<file path="src/rtl/klp32_fetch_pkg.sv">
// Shared definitions for the KLP32 instruction fetch stage: FSM state type,
// the NOP word presented after reset, and the default reset PC.
package klp32_fetch_pkg;

    typedef enum logic [1:0] {
        IDLE,
        REQ,
        WAIT,
        HOLD
    } fetch_state_t;

    // addi x0, x0, 0
    localparam logic [31:0] NOP_INSTR        = 32'h0000_0013;
    localparam logic [31:0] DEFAULT_RESET_PC = 32'h0000_0000;

    // Byte stride between sequential instructions.
    localparam int unsigned INSTR_BYTES = 4;

endpackage

</file>
<file path="src/rtl/fetch_pc_gen.sv">
// Next-PC selector for the KLP32 fetch stage: sequential PC+4 (wrapping
// modulo 2^n) or the control/ALU target with bit 0 cleared.
module fetch_pc_gen
    import klp32_fetch_pkg::*;
#(
    parameter int n = 32
) (
    input  logic [n-1:0] pc,
    input  logic         pc_sel,
    input  logic [n-1:0] target,
    output logic [n-1:0] next_pc
);

    // Pick between the sequential successor and the jump/branch target.
    always_comb begin
        if (pc_sel) begin
            next_pc = target & ~(n'(1));
        end else begin
            next_pc = pc + n'(INSTR_BYTES);
        end
    end

endmodule

</file>
<file path="src/rtl/instr_fetch.sv">
// KLP32 instruction fetch stage. Owns the PC, issues one instruction memory
// request at a time over req/gnt/rvalid, and hands the fetched word and its
// PC to decode over valid/ready. All outputs are registered.
//
// Optional feature macro: FETCH_MISALIGN_CHK_EN
//   defined   - adds instr_misalign; a misaligned PC is not fetched but is
//               presented to decode as a NOP flagged misaligned.
//   undefined - the low two address bits are forced to zero on imem_addr.
module instr_fetch
    import klp32_fetch_pkg::*;
#(
    parameter int          n        = 32,
    parameter logic [n-1:0] RESET_PC = n'(DEFAULT_RESET_PC)
) (
    input  logic         clk,
    input  logic         rst,
    output logic         imem_req,
    output logic [n-1:0] imem_addr,
    input  logic         imem_gnt,
    input  logic         imem_rvalid,
    input  logic [n-1:0] imem_rdata,
    output logic [n-1:0] instr,
    output logic [n-1:0] instr_pc,
    output logic         instr_valid,
    input  logic         instr_ready,
    input  logic         pc_sel,
    input  logic [n-1:0] target
`ifdef FETCH_MISALIGN_CHK_EN
    ,
    output logic         instr_misalign
`endif
);

    localparam logic [n-1:0] ADDR_MASK = ~(n'(3));

    fetch_state_t state;
    fetch_state_t next_state;

    logic [n-1:0] pc;
    logic [n-1:0] pc_next;
    logic [n-1:0] fetch_pc;
    logic         accept;
    logic         launch;
    logic         misalign_hit;

    logic [n-1:0] pc_d;
    logic         req_d;
    logic [n-1:0] addr_d;
    logic [n-1:0] instr_d;
    logic [n-1:0] instr_pc_d;
    logic         valid_d;
`ifdef FETCH_MISALIGN_CHK_EN
    logic         misalign_d;
`endif

    fetch_pc_gen #(
        .n (n)
    ) u_pc_gen (
        .pc      (pc),
        .pc_sel  (pc_sel),
        .target  (target),
        .next_pc (pc_next)
    );

    // Decode takes the held entry; this is the only moment pc_sel/target matter.
    assign accept = (state == HOLD) && instr_ready;

    // A new fetch starts either out of reset or right after an accept.
    assign launch = (state == IDLE) || accept;

    // Address of the fetch being launched: the reset PC, or the selected next PC.
    assign fetch_pc = (state == IDLE) ? pc : pc_next;

`ifdef FETCH_MISALIGN_CHK_EN
    assign misalign_hit = launch && (fetch_pc[1:0] != 2'b00);
`else
    assign misalign_hit = 1'b0;
`endif

    // State register: reset aborts any transaction in flight.
    always_ff @(posedge clk or posedge rst) begin
        // NOTE: sequential state is always assigned with <= so every flop
        // samples the pre-edge values regardless of block ordering.
        if (rst) begin
            state <= IDLE;
        end else begin
            state <= next_state;
        end
    end

    // Next-state logic: one request outstanding, then hold until decode accepts.
    always_comb begin
        // NOTE: every variable gets a default first, so no path through the
        // block leaves it unassigned and no latch is inferred.
        next_state = state;
        unique case (state)
            IDLE: next_state = misalign_hit ? HOLD : REQ;
            REQ:  if (imem_gnt)    next_state = WAIT;
            WAIT: if (imem_rvalid) next_state = HOLD;
            HOLD: if (instr_ready) next_state = misalign_hit ? HOLD : REQ;
            default: next_state = IDLE;
        endcase
    end

    // Output logic: next values of the PC and of every registered output.
    always_comb begin
        pc_d       = pc;
        req_d      = imem_req;
        addr_d     = imem_addr;
        instr_d    = instr;
        instr_pc_d = instr_pc;
        valid_d    = instr_valid;
`ifdef FETCH_MISALIGN_CHK_EN
        misalign_d = instr_misalign;
`endif

        if (accept) begin
            pc_d    = pc_next;
            valid_d = 1'b0;
`ifdef FETCH_MISALIGN_CHK_EN
            misalign_d = 1'b0;
`endif
        end

        if (launch) begin
`ifdef FETCH_MISALIGN_CHK_EN
            if (misalign_hit) begin
                // No request for a misaligned PC; hand decode a flagged NOP instead.
                req_d      = 1'b0;
                instr_d    = n'(NOP_INSTR);
                instr_pc_d = fetch_pc;
                valid_d    = 1'b1;
                misalign_d = 1'b1;
            end else begin
                req_d  = 1'b1;
                addr_d = fetch_pc;
            end
`else
            req_d  = 1'b1;
            addr_d = fetch_pc & ADDR_MASK;
`endif
        end

        // Request is withdrawn as soon as memory accepts it.
        if ((state == REQ) && imem_gnt) begin
            req_d = 1'b0;
        end

        // Read data is captured only while waiting for it; stray rvalid is dropped.
        if ((state == WAIT) && imem_rvalid) begin
            instr_d    = imem_rdata;
            instr_pc_d = pc;
            valid_d    = 1'b1;
        end
    end

    // PC and output registers.
    always_ff @(posedge clk or posedge rst) begin
        if (rst) begin
            pc          <= RESET_PC;
            imem_req    <= 1'b0;
            imem_addr   <= RESET_PC;
            instr       <= n'(NOP_INSTR);
            instr_pc    <= RESET_PC;
            instr_valid <= 1'b0;
`ifdef FETCH_MISALIGN_CHK_EN
            instr_misalign <= 1'b0;
`endif
        end else begin
            pc          <= pc_d;
            imem_req    <= req_d;
            imem_addr   <= addr_d;
            instr       <= instr_d;
            instr_pc    <= instr_pc_d;
            instr_valid <= valid_d;
`ifdef FETCH_MISALIGN_CHK_EN
            instr_misalign <= misalign_d;
`endif
        end
    end

endmodule

</file>
<file path="config.mk">
export PLATFORM = sky130hd
export DESIGN_NAME = instr_fetch
export DESIGN_NICKNAME = d
export VERILOG_FILES = /design/src/rtl/klp32_fetch_pkg.sv /design/src/rtl/fetch_pc_gen.sv /design/src/rtl/instr_fetch.sv
export SDC_FILE = /design/constraint.sdc
export NUM_CORES = 1
export LEC_CHECK = 0
export CORE_ASPECT_RATIO = 0.8
export CORE_MARGIN = 3
export CORE_UTILIZATION = 49
export DETAILED_ROUTE_END_ITERATION = 10
export PLACE_DENSITY = 0.92
export RECOVER_POWER = 25
export SYNTH_ARGS = -nofsm -noshare
export SYNTH_HDL_FRONTEND = slang
export SYNTH_HIERARCHICAL = 1
export SYNTH_SLANG_ARGS = --single-unit
</file>
<file path="constraint.sdc">
create_clock -name clk -period 5.3 [get_ports clk]
set_input_delay 1.06 -clock clk [delete_from_list [all_inputs] [get_ports clk]]
set_output_delay 1.06 -clock clk [all_outputs]
set_load 0.005 [all_outputs]
</file>
Word level (Yosys, flattened, before mapping)

Cells that the tools add are included.

Register bits after elaboration: 130
Word-level logic and storage cells: 32
Output and inout port bits: 98
Bits of input ports: 70

Multiplexer cells: 10
Add/subtract/negate cells: 1
Reduce and logical (&&, ||, !) cells: 8
Eq/ne operators: 6

Operators with widths:

| kind                                                 | count |
|---|---|
| two-way mux 32 bit                                   | 2 |
| adder 32 x 3 -> 32 bit (second input constant)       | 1 |
| one-hot mux 2 bit (4 select lines)                   | 1 |
| two-way mux 2 bit                                    | 3 |
| != test 2 bit (second input constant)                | 3 |
| equality test 2 bit (second input constant)          | 2 |
| two-way mux 1 bit                                    | 4 |
| nonzero test 2 bit                                   | 2 |
| logical AND 1 bit                                    | 3 |
| AND reduction 3 bit                                  | 1 |
| equality test 2 x 1 -> 1 bit (second input constant) | 1 |
| logical NOT 2 bit                                    | 1 |
| logical OR 1 bit                                     | 1 |

Depth between registers and ports, before layout

Depth in word-level cells: 5
Depth in mapped cells: 8
Depth with buffers taken out: 7

By module

Netlist, hierarchy kept.

By module, submodules not included:

| module       | cells an instance | seq. area each (um^2) | area each (um^2) | times used |
|---|---|---|---|---|
| instr_fetch  | 427               | 3256.9                | 5163.7           | 1 |
| fetch_pc_gen | 174               | 0.0                   | 1032.2           | 1 |

Worst setup path after synthesis

No wires, ideal clock.

Kind: reg2reg
From: register pc[2]
To: register imem_addr[28]
Data required time: 5.217 ns
Buffers on the path: 0
Setup time: 0.083 ns
Clock period less this slack: 2.370 ns
Data arrival time: 2.288 ns
Path slack: 2.930 ns
Stages on the path, launching flop included: 8
Cell sequence: dfrtp_1 -> ha_1 -> nand3_1 -> or3_2 -> or4b_2 -> a31oi_1 -> mux2i_1 -> o21ai_0

Word-level cells in the longest chain between the ends: 3

RTL lines:

| what                   | RTL line           | text |
|---|---|---|
| from (decl)            | instr_fetch.sv:39  | `logic [n-1:0] pc;` |
| from (signal assigned) | instr_fetch.sv:170 | `pc <= pc_d;` |
| adder 32 x 3 -> 32 bit | fetch_pc_gen.sv:19 | `next_pc = pc + n'(INSTR_BYTES);` |
| two-way mux 32 bit     | fetch_pc_gen.sv:16 | `if (pc_sel) begin` |
| via pc_next[28]        | instr_fetch.sv:40  | `logic [n-1:0] pc_next;` |
| two-way mux 32 bit     | instr_fetch.sv:72  | `assign fetch_pc = (state == IDLE) ? pc : pc_next;` |
| to (signal assigned)   | instr_fetch.sv:172 | `imem_addr <= addr_d;` |
| to (decl)              | instr_fetch.sv:18  | `output logic [n-1:0] imem_addr,` |

The timed path passes the listed nets, and every way through them passes these cells.
A chain may end at the register's enable or synchronous reset.

==> out/qor.txt <==
CLOCK TREE
-----------------------------------------------------------------------------------------------
Maximum buffer depth of the clock tree ...........................................            2
CTS tree .........................................................................         done
Insertion delay to the later sink of the worst-skew pair .........................       410 ps
Number of hold buffers added after CTS ...........................................            0
Number of sinks driven by the clock tree .........................................          130
PostCTS Resize Cnt ...............................................................            0
Root buffer selected by CTS ...................................................... sky130_fd_sc_hd__clkbuf_16
CTS buffer count .................................................................           17
Clock input transition at the sequential cells of the worst setup and hold paths .        60 ps
H-tree depth .....................................................................            4
Post-CTS Setup Inserts ...........................................................            0

FLOORPLANNING
-----------------------------------------------------------------------------------------------
I/O pins .........................................................................          168
Die H ............................................................................       107 um
Std-Cell Core Area ...............................................................  12,300 um^2
Number of placement rows .........................................................           36
Overall die area .................................................................  14,000 um^2
Die span in x ....................................................................       132 um
Initial cell density of the core .................................................        50.6%

WORST SETUP PATH
-----------------------------------------------------------------------------------------------
Number of buffers and inverters on the critical path .............................            3
Master of the slowest instance on the critical path .............................. sky130_fd_sc_hd__clkinvlp_2
Top fanout value on the critical path ............................................           56
Startpoint Class ................................................................. primary input
R2r endpoint ..................................................................... imem_addr[28]$_DFFE_PP0P_
Start of the worst register-to-register path ..................................... pc[2]$_DFFE_PP0P_
Critical path cell sequence ...................................................... dlygate4sd3_1 -> clkinvlp_2 -> buf_4
Cells on worst reg2reg path ......................................................            7
Critical Path AT .................................................................      3690 ps
Worst setup EP type ..............................................................    async pin
Max stage delay on crit path .....................................................      1380 ps
Setup slack of the most critical reg-to-reg path .................................      2210 ps
Worst endpoint required time .....................................................      5810 ps
Crit Path Category ............................................................... primary input to async pin
Category of cells accounting for the largest share of critical-path delay ........ buffers and inverters

HOLD PATH
-----------------------------------------------------------------------------------------------
Launch point of the worst hold path .............................................. instr_valid$_DFFE_PP0P_
Hold Path Class .................................................................. flip-flop to flip-flop
Worst Hold Depth .................................................................            2
Hold Path Sink ................................................................... instr_valid$_DFFE_PP0P_

PLACEMENT
-----------------------------------------------------------------------------------------------
Count of placed standard cells including taps ....................................          907
Post-Place Cell Area .............................................................    7950 um^2
Detailed-placement wirelength estimate ...........................................    11,500 um
GP Congestion ....................................................................        0.843
Number of I/O port buffers .......................................................          164

GRT
-----------------------------------------------------------------------------------------------
Overflow left after global routing ...............................................            0
Most used routing layer ..........................................................         met2
Number of antenna violations at the first check in global routing ................            0
Global-route wire length before repair ...........................................    27,500 um
Met1 Track Usage GR ..............................................................        30.4%
Total global-route track usage ...................................................        24.6%
Met2 usage .......................................................................        40.0%
Maximum number of pins on one net before global-route repair .....................           62
Global-route track usage on met3 .................................................        10.0%
Via count of the first global-routing pass .......................................        5,310

STATUS
-----------------------------------------------------------------------------------------------
Status ........................................................................... finished, violations left
Failing checks ................................................................... capacitance limit, slew limit

CELLS AND AREA
-----------------------------------------------------------------------------------------------
Filler cell count in the final layout ............................................          898
Area taken by multi-input logic gates ............................................    2740 um^2
Final std cell area, no fill .....................................................    8530 um^2
ANT cells ........................................................................            0
Finished Core Util ...............................................................        69.6%
Ratio of cells with drive above 1 in the final layout ............................        15.4%
Number of non-filler instances in the completed layout ...........................          939
Combined flip-flop and latch cell area ...........................................    3260 um^2
P&R area growth vs syn ...........................................................        37.7%
Final nets .......................................................................          830

PWR
-----------------------------------------------------------------------------------------------
VDD IR-drop max ..................................................................     0.336 mV
Power per unit of standard cell area .............................................  576 nW/um^2
Cell leakage power ...............................................................      3.80 nW

TIMING
-----------------------------------------------------------------------------------------------
Total Neg Setup Slack ............................................................         0 ps
Post-route minimum period ........................................................      3180 ps
Hold Slack .......................................................................       483 ps
Setup Skew .......................................................................      5.68 ps
Number of max-slew violations in the final report ................................           57
Fmax .............................................................................    0.315 GHz
Setup repair after global routing missed its margin ..............................           no
Final worst path period share ....................................................        60.0%
Worst Max-Slew Pin Slew ..........................................................      2410 ps
Final setup violation count ......................................................            0
Final number of hold-violating endpoints .........................................            0
Headroom to the max-slew limit ...................................................       -61.6%

SYNTHESIS
-----------------------------------------------------------------------------------------------
Fraction of registers with async set/reset .......................................         100%
Post-synthesis average cell area .................................................    10.3 um^2
Number of enable flip-flop cells after synthesis .................................            0
Syn Inst Count ...................................................................          601
Largest family of logic cells by synthesized area ................................ simple AND/OR/NAND/NOR gates
Share of synthesized cell area in full adder, half adder and majority cells ......        1.01%
Synth Area in Compound Gates .....................................................        6.66%
Yosys reg bits ...................................................................          130
Synthesized area .................................................................    6200 um^2
Simple-Gate Fraction of Synth Area ...............................................        17.2%
Number of warnings reported in the yosys synthesis log ...........................            6
Most common flop cell mapped by yosys ............................................ sky130_fd_sc_hd__dfrtp_1
Sequential share of the synthesized area .........................................        52.6%
Number of distinct library cells after synthesis .................................           47
Share of cell area taken by muxes after synthesis ................................        17.2%
Synth Area in XOR/XNOR ...........................................................        1.98%

DETAILED ROUTING
-----------------------------------------------------------------------------------------------
Iteration-0 DRC count of the detailed router .....................................          392
Detailed-route DRC error count ...................................................            0
Overall via count from detail_route ..............................................        5,180
Final wirelength .................................................................    16,900 um
First drt pass iteration count ...................................................            6
ANT nets after route .............................................................            0
Routed length per placed instance ................................................      17.9 um
Number of vias per cell after detailed routing ...................................         5.52

FLOW RUN
-----------------------------------------------------------------------------------------------
MaxCap Viol Count ................................................................            1

[tightest hold or removal path, cell delays in order (launching register included)]
cell	delay [ps]
sky130_fd_sc_hd__dfrtp_1	340
sky130_fd_sc_hd__nand2_1	50
sky130_fd_sc_hd__nand2_1	60
[worst max path at each step]
stage	startpoint	end	slack (ps)	cells past startpoint
6_report	rst	instr[13]$_DFFE_PP0P_	2120	3
5_1_grt	rst	instr[12]$_DFFE_PP0P_	1670	3
4_1_cts	pc[2]$_DFFE_PP0P_	imem_addr[28]$_DFFE_PP0P_	2270	7
3_5_place_dp	pc_sel	imem_addr[23]$_DFFE_PP0P_	1860	6
3_3_place_gp	pc_sel	imem_addr[23]$_DFFE_PP0P_	1900	6
2_1_floorplan	rst	imem_addr[10]$_DFFE_PP0P_	780	1
[per-layer routing]
metal / vias to the layer above / routed length (um)
met4: 0 / 310
met2: 252 / 8050
met3: 38 / 1610
li1: 2379 / -
met5: - / 0
met1: 2511 / 6890
[cell usage after synthesis, types with 4 or more instances]
library cell	number	share of area (%)
sky130_fd_sc_hd__nand2_1	154	9.3
sky130_fd_sc_hd__dfrtp_1	127	51
sky130_fd_sc_hd__mux2_2	66	12
sky130_fd_sc_hd__o21ai_0	51	4.1
sky130_fd_sc_hd__mux2i_1	31	5.0
sky130_fd_sc_hd__clkbuf_1	19	1.2
sky130_fd_sc_hd__buf_2	16	1.3
sky130_fd_sc_hd__nand3_1	15	1.2
sky130_fd_sc_hd__nor2_1	14	0.85
sky130_fd_sc_hd__xnor2_1	12	1.7
sky130_fd_sc_hd__inv_1	10	0.61
sky130_fd_sc_hd__a31oi_1	9	0.91
sky130_fd_sc_hd__nor3_1	7	0.57
sky130_fd_sc_hd__or4_1	6	0.73
sky130_fd_sc_hd__ha_1	5	1.0
sky130_fd_sc_hd__nand4_1	5	0.50
sky130_fd_sc_hd__nor4_1	5	0.50
sky130_fd_sc_hd__or3_1	4	0.40
[power by group]
part           switching [mW]  total, mW  internal (mW)
Clock                   0.421       1.15          0.725
Sequential              0.441       1.91           1.47
Combinational           0.753       1.86           1.10
[layout by cell type, fill, tap and decap left out, drive strengths merged, types with 4 or more instances in the layout]
cell type / count
a31oi: 9
buf: 7
clkbuf: 22
clkdlybuf4s50: 162
clkinv: 5
clkinvlp: 4
dfrtp: 127
ha: 5
inv: 10
mux2: 67
mux2i: 31
nand2: 155
nand3: 15
nand4: 7
nor2: 14
nor3: 7
nor4: 5
o21ai: 51
or3: 6
or4: 6
xnor2: 12
[logic make-up after synthesis]
group	after synthesis
AND/OR/NAND/NOR	233
flip-flops	130
multiplexers	98
AO/OA/AOI/OAI	72
buffers and inverters	48
XOR/XNOR	14
adder cells (fa/ha/maj)	5
other	1
[stage by stage]
stage               power (mW)  worst slack, ps
floorplan                 2.72              776
global placement          3.64             1900
detailed placement        3.77             1860
CTS                       4.95             2270
global route              5.22             1670
finish                    4.91             2120
[cell type report]
class	instances	area share (%)
clock buffers	22	5.56
clock inverters	10	1.26
inverters	11	0.499
multi-input cells	424	32.1
flip-flops and latches	130	38.2
well taps	171	2.51
repair buffers	171	19.9
[registers in the layout, indices dropped and copies added, names as in the netlist]
signal and cells:
imem_addr 30, imem_req 1, instr 32, instr_pc 32, instr_valid 1, pc 32
state 2
Note: power is estimated with default switching activity, not from simulation.
